`src/rtl/conv_frame_sequencer.sv`:
```
// conv_frame_sequencer: loads one UART pixel frame, then steps the window engine over every output position and sends each result as a byte
module conv_frame_sequencer #(
  parameter int IMG_DIM    = 8,
  parameter int K_DIM      = 3,
  parameter int RES_W      = 4,
  parameter int RX_TIMEOUT = 100000
) (
  input  logic                                     clk,
  input  logic                                     sw_reset_n,
  input  logic                                     rx_valid,
  input  logic [7:0]                               rx_data,
  output logic                                     img_we,
  output logic [$clog2(IMG_DIM*IMG_DIM)-1:0]       img_waddr,
  output logic [7:0]                               img_wdata,
  output logic                                     conv_start,
  output logic [$clog2(IMG_DIM-K_DIM+1)-1:0]       conv_row,
  output logic [$clog2(IMG_DIM-K_DIM+1)-1:0]       conv_col,
  input  logic                                     conv_done,
  input  logic [RES_W-1:0]                         conv_result,
  output logic                                     tx_start,
  output logic [7:0]                               tx_data,
  input  logic                                     tx_busy,
  output logic                                     busy,
  output logic                                     frame_done,
  output logic                                     rx_timeout,
  output logic                                     overrun
);
  localparam int OUT_DIM = IMG_DIM - K_DIM + 1;
  localparam int NPIX    = IMG_DIM * IMG_DIM;
  localparam int AW      = $clog2(NPIX);
  localparam int OW      = $clog2(OUT_DIM);
  localparam int PW      = $clog2(NPIX + 1);
  localparam int TW      = $clog2(RX_TIMEOUT + 1);
  localparam logic [PW-1:0] LAST_PIX = PW'(NPIX - 1);
  localparam logic [OW-1:0] LAST_POS = OW'(OUT_DIM - 1);
  localparam logic [TW-1:0] TMAX     = TW'(RX_TIMEOUT - 1);

  typedef enum logic [2:0] {IDLE, LOAD, C_ISSUE, C_WAIT, T_ISSUE, T_WAIT, DONE} state_t;

  state_t          state, nxt;
  logic [PW-1:0]   pix_cnt;
  logic [TW-1:0]   tcnt;
  logic [OW-1:0]   oi, oj;
  logic            guard;
  logic            last, accept, expire, advance;
  logic            we_d, cs_d, ts_d, busy_d, fd_d, to_d, ov_d;
  logic [AW-1:0]   waddr_d;
  logic [7:0]      wdata_d, txd_d;

  assign last    = (oi == LAST_POS) && (oj == LAST_POS);
  assign accept  = rx_valid && (state == IDLE || state == LOAD);
  assign expire  = (state == LOAD) && !rx_valid && (tcnt == TMAX);
  assign advance = (state == T_WAIT) && !guard && !tx_busy;

  // State and registered outputs; every output leaves reset at 0
  always_ff @(posedge clk or negedge sw_reset_n) begin
    if (!sw_reset_n) begin
      state      <= IDLE;
      img_we     <= 1'b0;
      img_waddr  <= '0;
      img_wdata  <= '0;
      conv_start <= 1'b0;
      conv_row   <= '0;
      conv_col   <= '0;
      tx_start   <= 1'b0;
      tx_data    <= '0;
      busy       <= 1'b0;
      frame_done <= 1'b0;
      rx_timeout <= 1'b0;
      overrun    <= 1'b0;
    end else begin
      state      <= nxt;
      img_we     <= we_d;
      img_waddr  <= waddr_d;
      img_wdata  <= wdata_d;
      conv_start <= cs_d;
      conv_row   <= oi;
      conv_col   <= oj;
      tx_start   <= ts_d;
      tx_data    <= txd_d;
      busy       <= busy_d;
      frame_done <= fd_d;
      rx_timeout <= to_d;
      overrun    <= ov_d;
    end
  end

  // Next-state: a byte in LOAD always beats a timeout expiring in the same cycle
  always_comb begin
    nxt = state;
    case (state)
      IDLE:    nxt = rx_valid ? LOAD : IDLE;
      LOAD:    nxt = (rx_valid && pix_cnt == LAST_PIX) ? C_ISSUE : (expire ? IDLE : LOAD);
      C_ISSUE: nxt = C_WAIT;
      C_WAIT:  nxt = conv_done ? T_ISSUE : C_WAIT;
      T_ISSUE: nxt = tx_busy ? T_ISSUE : T_WAIT;
      T_WAIT:  nxt = advance ? (last ? DONE : C_ISSUE) : T_WAIT;
      DONE:    nxt = IDLE;
      default: nxt = IDLE;
    endcase
  end

  // Output next-values; address/data/tx_data hold when not being updated
  always_comb begin
    we_d    = accept;
    waddr_d = accept ? ((state == IDLE) ? '0 : AW'(pix_cnt)) : img_waddr;
    wdata_d = accept ? rx_data : img_wdata;
    cs_d    = state == C_ISSUE;
    ts_d    = (state == T_ISSUE) && !tx_busy;
    txd_d   = (state == C_WAIT && conv_done) ? 8'(conv_result) : tx_data;
    busy_d  = nxt != IDLE;
    fd_d    = state == DONE;
    to_d    = expire;
    ov_d    = overrun || (rx_valid && !accept);
  end

  // Pixel, timeout and output-position counters; guard marks the first T_WAIT cycle
  always_ff @(posedge clk or negedge sw_reset_n) begin
    if (!sw_reset_n) begin
      pix_cnt <= '0;
      tcnt    <= '0;
      oi      <= '0;
      oj      <= '0;
      guard   <= 1'b0;
    end else begin
      pix_cnt <= (state == IDLE && rx_valid) ? PW'(1) :
                 (state == LOAD && rx_valid) ? pix_cnt + 1'b1 :
                 expire ? '0 : pix_cnt;
      tcnt    <= (state == LOAD && !rx_valid && !expire) ? tcnt + 1'b1 : '0;
      guard   <= state == T_ISSUE;
      if (advance) begin
        oj <= (last || oj == LAST_POS) ? '0 : oj + 1'b1;
        oi <= last ? '0 : (oj == LAST_POS) ? oi + 1'b1 : oi;
      end
    end
  end
endmodule

```
`config.mk`:
```
export PLATFORM = sky130hd
export DESIGN_NAME = conv_frame_sequencer
export DESIGN_NICKNAME = d
export VERILOG_FILES = /design/src/rtl/conv_frame_sequencer.sv
export SDC_FILE = /design/constraint.sdc
export NUM_CORES = 1
export LEC_CHECK = 0
export ABC_CLOCK_PERIOD_IN_PS = 1600
export BUFFER_PORTS_ARGS = -buffer_cell sky130_fd_sc_hd__buf_2
export CORE_MARGIN = 10
export CORE_UTILIZATION = 50
export DETAILED_ROUTE_END_ITERATION = 10
export GPL_ROUTABILITY_DRIVEN = 0
export PLACE_DENSITY_LB_ADDON = 0.15
export SLEW_MARGIN = 0
export SYNTH_ARGS = -nofsm -noshare
export SYNTH_HDL_FRONTEND = slang
export SYNTH_SLANG_ARGS = --single-unit
```
`constraint.sdc`:
```
create_clock -name clk -period 1.6 [get_ports clk]
set_input_delay 0.32 -clock clk [delete_from_list [all_inputs] [get_ports clk]]
set_output_delay 0.32 -clock clk [all_outputs]
set_load 0.05 [all_outputs]
```
======== Word-level counts from Yosys, hierarchy flattened ========
Index checks and enable logic that the tools add are counted.
word-level totals
  register bits ........................... 65
  input port bits ......................... 17
  output and inout bits ................... 35
  word-level logic and storage cells ...... 74
cells by class
  add/sub/neg operators ................... 4
  eq/ne operators ......................... 10
  muxes and demuxes ....................... 16
  reductions and logical operators ........ 26
operators with widths
  operator                                       number
  two-way mux 7 bit                              3
  two-way mux 3 bit                              6
  one-hot mux 3 bit (6 select lines)             1
  adder 17 x 1 -> 17 bit, second input constant  1
  == test 17 bit, second input constant          1
  two-way mux 17 bit                             1
  == test 3 bit, second input constant           5
  logical AND 1 bit                              13
  adder 7 x 1 -> 7 bit, second input constant    1
  == test 7 x 6 -> 1 bit, second input constant  1
  adder 3 x 1 -> 3 bit, second input constant    2
  == test 3 x 2 -> 1 bit, second input constant  2
  two-way mux 6 bit                              1
  nonzero test 3 bit                             2
  zero test 1 bit                                5
  == test 3 x 1 -> 1 bit, second input constant  1
  zero test 3 bit                                1
  logical OR 1 bit                               3
  two-way mux 1 bit                              3
  two-way mux 2 bit                              1
  AND reduction 2 bit                            1
  nonzero test 2 bit                             1

======== Depth between registers and ports, before layout ========
Gate-level depths: netlist of run 1.
  word-level depth ........................ 7
  depth in mapped cells ................... 7

======== Worst setup path before layout of run 1 ========
Ideal clock, no wire load.
  path type ............................... register to register
  start point ............................. reg tcnt[0]
  end point ............................... reg tcnt[11]
  library setup time ...................... 0.071 ns
  arrival ................................. 1.433 ns
  data required time ...................... 1.529 ns
  setup slack ............................. 0.095 ns
  stages on the path, launching flop included .. 8
  buffers on the path ..................... 2
  clock period less this slack ............ 1.505 ns
  cell sequence ........................... dfrtp_1 -> ha_1 -> and4_1 -> buf_4 -> nand4_2 -> nand2_2 -> buf_4 -> nor2_1
on the way
  longest elaborated chain between the ends .. 5
ends and longest elaborated chain
  item                                                            line  source
  start: declaration                                              42    logic [TW-1:0] tcnt;
  start signal: assignment                                        129   tcnt <= (state == LOAD && !rx_valid && !expire) ? tcnt + 1'b1 : '0;
  branches (longest 4 deep; another with adder 17 x 1 -> 17 bit)  --
  two-way mux 17 bit (*)                                          129
Every way passes the cells marked *.
A chain may end at the register's enable or synchronous reset.

======== Final worst setup path of run 1 ========
  start point ............................. reg tcnt[1]
  end point ............................... reg busy
on the way
  longest elaborated chain between the ends .. 6
ends and longest elaborated chain
  item                                line  source
  == test 17 bit                      52    assign expire = (state == LOAD) && !rx_valid && (tcnt == TMAX);
  logical AND 1 bit                   52
  two-way mux 1 bit                   93    LOAD: nxt = (rx_valid && pix_cnt == LAST_PIX) ? C_ISSUE : (expire ? IDLE : LOAD);
  two-way mux 2 bit                   93
  one-hot mux 3 bit (6 select lines)  91    case (state)
  nonzero test 3 bit                  111   busy_d = nxt != IDLE;
  via busy_d                          46    logic we_d, cs_d, ts_d, busy_d, fd_d, to_d, ov_d;
  end signal: assignment              81    busy <= busy_d;
  end: declaration                    23    output logic busy,
The timed path passes the listed nets, and every way through them passes these cells.

==> results of run 1 <==
layer usage:
layer / part of all wire / wire length (um) / GRT usage
met1: 0.44 / 2630 / 0.170
met5: 0 / 0 / 0
met4: 0.0097 / 58 / 0.0590
met3: 0.069 / 412 / 0.0467
met2: 0.48 / 2850 / 0.217
repair_timing:
item	CTS	global route
resized for setup	4	7
pin swaps	0	1
setup endpoints to repair	19	26
buffers inserted	0	1
hold buffers	0	0
cell families (layout without fill, tap and decap cells):
kind of cell             count (synthesis)  in the layout  share of synthesized area
AO/OA/AOI/OAI                           40             40                     0.0877
XOR/XNOR                                12             12                     0.0365
adder cells (fa/ha/maj)                  6              6                     0.0260
buffers and inverters                   18             82                     0.0356
flip-flops                              65             65                      0.564
multiplexers                             6              6                     0.0234
other                                    1              4                    0.00130
AND/OR/NAND/NOR                        121            121                      0.225
worst min-delay path by stage:
stage,startpoint,to,cells past startpoint
5_1_grt,sw_reset_n,tcnt[9]$_DFF_PN0_,2
3_5_place_dp,sw_reset_n,tcnt[10]$_DFF_PN0_,2
6_report,sw_reset_n,tx_data[0]$_DFFE_PN0P_,2
4_1_cts,sw_reset_n,tcnt[1]$_DFF_PN0_,2
3_3_place_gp,sw_reset_n,tcnt[10]$_DFF_PN0_,2
2_1_floorplan,sw_reset_n,busy$_DFF_PN0_,0
per-stage QoR:
step / total power, mW / area, um2
after floorplan: 2.25 / 2890
after global placement: 2.42 / 3250
after detailed placement: 2.44 / 3250
after CTS: 3.80 / 3460
after global routing: 3.95 / 3490
final: 3.78 / 3490
cell usage after synthesis (2+ instances only):
cell type / count / share of area
a21o_1: 2 / 0.0052
a21oi_1: 7 / 0.012
a22o_1: 5 / 0.015
and3_1: 5 / 0.011
and4_1: 2 / 0.0061
and4bb_2: 2 / 0.0087
buf_2: 4 / 0.0069
buf_4: 8 / 0.021
dfrtp_1: 65 / 0.56
ha_1: 6 / 0.026
inv_1: 5 / 0.0065
mux2_2: 6 / 0.023
nand2_1: 42 / 0.055
nand2b_1: 5 / 0.011
nand3_1: 15 / 0.026
nand4_1: 4 / 0.0087
nand4_2: 2 / 0.0087
nand4b_1: 2 / 0.0061
nor2_1: 20 / 0.026
nor2b_1: 2 / 0.0043
nor3_1: 3 / 0.0052
o211ai_1: 2 / 0.0052
o21ai_0: 17 / 0.030
or3_1: 6 / 0.013
xnor2_1: 4 / 0.012
xor2_1: 8 / 0.024
power by group through the flow:
stage / clock network, mW / registers (mW) / logic [mW]
CTS: 1.39 / 1.81 / 0.603
floorplan: 0 / 2.01 / 0.239
global route: 1.46 / 1.83 / 0.663
detailed placement: 0 / 1.84 / 0.595
finish: 1.36 / 1.81 / 0.607
global placement: 0 / 1.84 / 0.582
cell usage in the layout (no fill, tap or decap), types with 2 or more instances in the layout:
cell type    n
nor2b_1      2
and4bb_2     2
clkbuf_8    10
nand4b_1     2
inv_1        5
clkinvlp_4   2
nor3_1       3
conb_1       4
nand2b_1     5
nand4_1      4
ha_1         4
and4_4       2
nor2_1      20
buf_4       13
a22o_1       5
o211ai_1     2
nand3_1     15
a21o_1       2
buf_2       47
dfrtp_1     64
ha_2         2
clkinv_2     2
or3_1        6
o21ai_0     17
mux2_2       6
and3_1       5
a21oi_1      6
xor2_1       8
nand2_1     42
xnor2_1      4
flip-flops by register name (all words and copies together), names as in the netlist, 4 cells and up:
name	flops
tcnt	17
img_waddr	6
img_wdata	8
tx_data	4
pix_cnt	7
area by class of cell:
type                            count  area [um2]  area share
Sequential cell                    65        1630       0.466
Multi-Input combinational cell    189        1200       0.345
Timing Repair Buffer               61         353       0.101
Clock buffer                       11         141      0.0405
Tap cell                           72        90.1      0.0258
Clock inverter                      5        55.1      0.0158
Inverter                            5        18.8     0.00538
==> load_flow_metrics.sql, run 1 <==
INSERT INTO impl_metrics (metric_group, metric, value, unit) VALUES
('synth', 'asyncSetResetFlopFracSynth', '1.00', ''),
('worst_setup_path', 'crit_required', '1.78', 'ns'),
('floorplan', 'die_h', '95.9', 'um'),
('place', 'port_buffers', '47', ''),
('synth', 'syn_avg_cell_area', '10.7', 'um2'),
('timing', 'slew_violations', '0', ''),
('run_status', 'status', 'complete, no violations', ''),
('synth', 'synthesis.area', '0.00288', 'mm2'),
('clock_tree', 'buffer_cell_driving_the_clock_tree_root', 'clkbuf_8', ''),
('timing', 'timing.hold.ws', '0.00284', 'ns'),
('power_and_ir_drop', 'switching_power', '1.10', 'mW'),
('clock_tree', 'cts_tree', 'built', ''),
('cells_and_area', 'antennaDiodeCount', '0', ''),
('global_route', 'first_global_vias', '2177', ''),
('global_route', 'antenna_violations_before_repair', '0', ''),
('routing', 'vias_per_cell', '5.24', ''),
('worst_setup_path', 'slowest_delay', '0.38', 'ns'),
('synth', 'ys_warn_count', '0', ''),
('routing', '1st_pass_router_iterations', '4', ''),
('routing', 'postRouteAntennaNets', '0', ''),
('clock_tree', 'cts-buffers-inserted', '9', ''),
('synth', 'synth_flop_cell', 'dfrtp_1', ''),
('cells_and_area', 'utilization', '0.630', ''),
('clock_tree', 'cts.sink_count', '65', ''),
('worst_setup_path', 'timing.reg2reg.worst_path_depth', '5', ''),
('floorplan', 'die_w', '95.9', 'um'),
('power_and_ir_drop', 'leakagePower', '1.73', 'nW'),
('timing', 'finClkSkew', '0.00927', 'ns'),
('synth', 'synth-seq-cells', '65', ''),
('worst_setup_path', 'start_of_the_worst_register_to_register_path', 'tcnt[1]$_DFF_PN0_', ''),
('hold_path', 'min_path_type', 'input pin to asynchronous set/reset pin', ''),
('synth', 'synth.distinct_cells', '46', ''),
('worst_setup_path', 'critical_path_capture_point', 'busy$_DFF_PN0_', ''),
('timing', 'finalHoldViolCount', '0', ''),
('power_and_ir_drop', 'switching_share', '0.291', ''),
('worst_setup_path', 'critical_path_buf_inv_count', '0', ''),
('floorplan', 'initial_utilization', '0.520', ''),
('floorplan', 'die_area', '0.00920', 'mm2'),
('cells_and_area', 'finalNonFillerCells', '408', ''),
('synth', 'postSynthCellCount', '269', ''),
('timing', 'setup-tns-final', '0', 'ns'),
('global_route', 'grt_pass1_wl', '10.0', 'mm'),
('synth', 'synth-edff-count', '0', ''),
('worst_setup_path', 'worstSetupStartpointType', 'flop', ''),
('timing', 'setup_viol', '0', ''),
('global_route', 'largest_net_degree_at_the_start_of_global_routing', '66', ''),
('synth', 'seq_area_frac_synth', '0.564', ''),
('routing', 'drt_drc_violations_left', '0', ''),
('timing', 'final_worst_path_period_share', '0.935', ''),
('cells_and_area', 'layout-drive-gt1-share', '0.292', ''),
('routing', 'drtIter0Drc', '106', ''),
('place', 'preCtsSetupSlack', '-0.0203', 'ns'),
('timing', 'post-route-min-period', '1.50', 'ns'),
('global_route', 'grt_util_all_layers', '0.138', ''),
('power_and_ir_drop', 'power.clock.fraction', '0.360', ''),
('clock_tree', 'clkTransAtPathRegs', '0.07', 'ns'),
('worst_setup_path', 'critical_path_stages', '5', ''),
('flow_run', 'maxCapViolations', '0', ''),
('routing', 'route.detailed.wl_per_inst', '14.6', 'um'),
('floorplan', 'core.rowCount', '27', ''),
('place', 'final_hpwl_from_detailed_placement', '4.23', 'mm'),
('power_and_ir_drop', 'power.sequential.fraction', '0.479', ''),
('cells_and_area', 'areaGrowthSynthToFinish', '21.1', '%'),
('cells_and_area', 'fin_nets', '354', ''),
('routing', 'detailroute.via_count', '2139', ''),
('timing', 'clock.fmax', '668', 'MHz'),
('clock_tree', 'clock_tree.htree_level_count', '3', ''),
('worst_setup_path', 'timing.critical_path.cells', 'ha_2, and4_4, nand4_4, a21oi_2, nand4_1', ''),
('worst_setup_path', 'timing.critical_path.from', 'tcnt[1]$_DFF_PN0_', ''),
('floorplan', 'num_io_pins', '52', ''),
('worst_setup_path', 'critical_path.max_fanout', '6', '');
(Power assumes the default switching activity.)
==> run 2, diff against run 1 <==
Settings changed: ABC_CLOCK_PERIOD_IN_PS 1600 to default, CORE_UTILIZATION 50 to 55, CTS_CLUSTER_DIAMETER from default to 150.
Clock period 1.6 ns to 1.4 ns, I/O delays scaled along.
==> run 2 against run 1 <==
- the run now ends with negative setup slack left
- fmax up 3.6%
- sequential share of layout area down 4.1 points
- sequential power grew 14%
- cell area up 9.9%
==> load_flow_metrics.sql, run 2 (synthesis results as in run 1) <==
INSERT INTO impl_metrics (metric_group, metric, value, unit) VALUES
('timing', 'final_worst_path_period_share', '1.03', ''),
('global_route', 'first_global_vias', '2423', ''),
('cells_and_area', 'n_fill_cell', '351', ''),
('clock_tree', 'cts.sink_count', '65', ''),
('clock_tree', 'cts-buffers-inserted', '9', ''),
('clock_tree', 'cts-root-to-sink-buffers', '2', ''),
('floorplan', 'core.rowCount', '26', ''),
('power_and_ir_drop', 'switching_share', '0.290', ''),
('floorplan', 'die_h', '92.4', 'um'),
('place', 'final_hpwl_from_detailed_placement', '4.60', 'mm'),
('routing', 'routed_wl', '6.87', 'mm'),
('power_and_ir_drop', 'leakagePower', '1.91', 'nW'),
('timing', 'finClkSkew', '0.00629', 'ns'),
('routing', 'drtIter0Drc', '125', ''),
('worst_setup_path', 'timing.setup.critical_path_class', 'flop to flop', ''),
('routing', 'route.detailed.wl_per_inst', '15.8', 'um'),
('worst_setup_path', 'critical_path_arrival', '1.70', 'ns'),
('clock_tree', 'cts_tree', 'built', ''),
('cells_and_area', 'largest-register', 'tcnt', ''),
('cells_and_area', 'regArea', '0.00163', 'mm2'),
('worst_setup_path', 'timing.critical_path.to_type', 'flop', ''),
('cells_and_area', 'areaGrowthSynthToFinish', '33.1', '%'),
('floorplan', 'die_area', '0.00854', 'mm2'),
('timing', 'finalHoldViolCount', '0', ''),
('clock_tree', 'clkTransAtPathRegs', '0.07', 'ns'),
('cells_and_area', 'finalNonFillerCells', '434', ''),
('routing', 'postRouteAntennaNets', '0', ''),
('floorplan', 'die_w', '92.4', 'um'),
('floorplan', 'initial_utilization', '0.564', ''),
('timing', 'setup_viol', '6', ''),
('run_status', 'status', 'finished, violations left', ''),
('timing', 'finalWorstSetupSlack', '-0.0437', 'ns'),
('global_route', 'grt_pass1_wl', '11.6', 'mm'),
('worst_setup_path', 'critical_path.max_fanout', '3', ''),
('floorplan', 'floorplan.core_area', '0.00511', 'mm2'),
('routing', 'detailroute.via_count', '2289', ''),
('timing', 'post-route-min-period', '1.44', 'ns'),
('place', 'numPlacedInstances', '411', ''),
('power_and_ir_drop', 'internal_power', '3.14', 'mW'),
('routing', '1st_pass_router_iterations', '4', ''),
('clock_tree', 'worst_skew_pair.late_latency', '0.33', 'ns'),
('hold_path', 'min_path_type', 'input pin to flop', ''),
('cells_and_area', 'antennaDiodeCount', '0', ''),
('cells_and_area', 'largest_register_ffs', '17', ''),
('worst_setup_path', 'worstSetupStartpointType', 'flop', ''),
('global_route', 'grt_overflow', '0', ''),
('clock_tree', 'clock_tree.htree_level_count', '3', ''),
('power_and_ir_drop', 'max-vdd-ir-drop', '0.691', 'mV'),
('cells_and_area', 'area_used_by_multi_input_combinational_logic', '0.00134', 'mm2'),
('run_status', 'failed_checks', 'negative setup slack', ''),
('routing', 'vias_per_cell', '5.27', ''),
('clock_tree', 'buffer_cell_driving_the_clock_tree_root', 'clkbuf_8', ''),
('power_and_ir_drop', 'power.clock.fraction', '0.347', ''),
('place', 'port_buffers', '47', ''),
('global_route', 'antenna_violations_before_repair', '0', ''),
('worst_setup_path', 'crit_required', '1.66', 'ns'),
('floorplan', 'num_io_pins', '52', ''),
('global_route', 'grt_util_all_layers', '0.168', ''),
('cells_and_area', 'mostFrequentLayoutCell', 'dfrtp_1', ''),
('timing', 'slew_violations', '0', ''),
('power_and_ir_drop', 'power.sequential.fraction', '0.469', ''),
('timing', 'grt_setup_unrepaired', 'true', ''),
('global_route', 'largest_net_degree_at_the_start_of_global_routing', '66', ''),
('power_and_ir_drop', 'power.share.combinational', '0.184', ''),
('routing', 'drt_drc_violations_left', '0', ''),
('cells_and_area', 'final_cell_mix', 'dfrtp_1, buf_2, nand2_1', ''),
('timing', 'clock.fmax', '693', 'MHz'),
('cells_and_area', 'reg_top3', 'tcnt x17, img_wdata x8, pix_cnt x7', ''),
('power_and_ir_drop', 'switching_power', '1.28', 'mW'),
('power_and_ir_drop', 'power.density_cell_area', '1150', 'mW/mm2'),
('cells_and_area', 'layout-drive-gt1-share', '0.398', ''),
('flow_run', 'maxCapViolations', '0', ''),
('cells_and_area', 'fin_nets', '382', ''),
('timing', 'timing.hold.ws', '0.137', 'ns');
run 2: cell count changes in the layout (fill, tap and decap cells not counted), moves of 3 or more:
cell,previous run,this run
nand2_1,42,39
buf_4,13,38
nand2_2,0,3
nand3_1,15,11
run 2: cell type report:
cell class	instances	share of cell area
inverter	5	0.00489
sequential	65	0.425
clock inverter	3	0.0104
multi-input combinational	189	0.349
clock buffer	13	0.0388
timing repair buffer	89	0.149
tap	70	0.0228
run 2: power by group through the flow:
| stage | logic, mW | clock network [mW] | registers (mW) |
|---|---|---|---|
| 2_1_floorplan | 0.278 | 0 | 2.30 |
| 3_3_place_gp | 0.708 | 0 | 2.10 |
| 3_5_place_dp | 0.723 | 0 | 2.11 |
| 4_1_cts | 0.768 | 1.56 | 2.07 |
| 5_1_grt | 0.882 | 1.66 | 2.09 |
| 6_report | 0.812 | 1.54 | 2.07 |
run 2: what timing repair did:
action,in CTS,in global routing
hold buffers,1,0
pin swaps,4,11
setup endpoints to repair,21,40
setup buffers,3,3
hold endpoints to repair,65,0
resized for setup,15,21
run 2: final timing paths:
check	startpoint	to	slack [ns]	cells after the start
hold / removal	rx_data[2]	img_wdata[2]$_DFFE_PN0P_	0.14	3
setup / recovery	tcnt[1]$_DFF_PN0_	tcnt[16]$_DFF_PN0_	-0.04	5
setup reg to reg	tcnt[1]$_DFF_PN0_	tcnt[16]$_DFF_PN0_	-0.04	5
hold reg to reg	oj[1]$_DFFE_PN0P_	conv_col[1]$_DFF_PN0_	0.42	0
min in group asynchronous	sw_reset_n	tx_data[0]$_DFFE_PN0P_	0.50	3
max in group asynchronous	sw_reset_n	tcnt[8]$_DFF_PN0_	0.63	3
run 2: critical path, stage by stage (launching register included):
cell and delay [ns]:
dfrtp_1 0.37, ha_2 0.20, and4_4 0.24, nand2_2 0.06, or3_1 0.36, a21oi_1 0.14
run 2: per-stage QoR:
step | instance area (um2) | power [mW] | setup WS (ns) | TNS [ns] | utilization
floorplan | 2930 | 2.57 | -0.0240 | -0.0252 | -
global placement | 3440 | 2.81 | -0.0503 | -0.241 | 0.673
detailed placement | 3440 | 2.83 | -0.121 | -0.868 | 0.673
CTS | 3730 | 4.40 | -0.0209 | -0.0731 | 0.730
global route | 3840 | 4.62 | -0.0969 | -1.84 | 0.751
finish | 3840 | 4.42 | -0.0437 | -0.0855 | 0.751
run 2: metal layers:
| layer | routed length (um) | vias to the layer above | global-route usage |
|---|---|---|---|
| met4 | 86 | 0 | 0.0540 |
| met3 | 438 | 9 | 0.0630 |
| met5 | 0 | - | 0 |
| li1 | - | 1108 | - |
| met1 | 2860 | 1115 | 0.195 |
| met2 | 3480 | 57 | 0.282 |
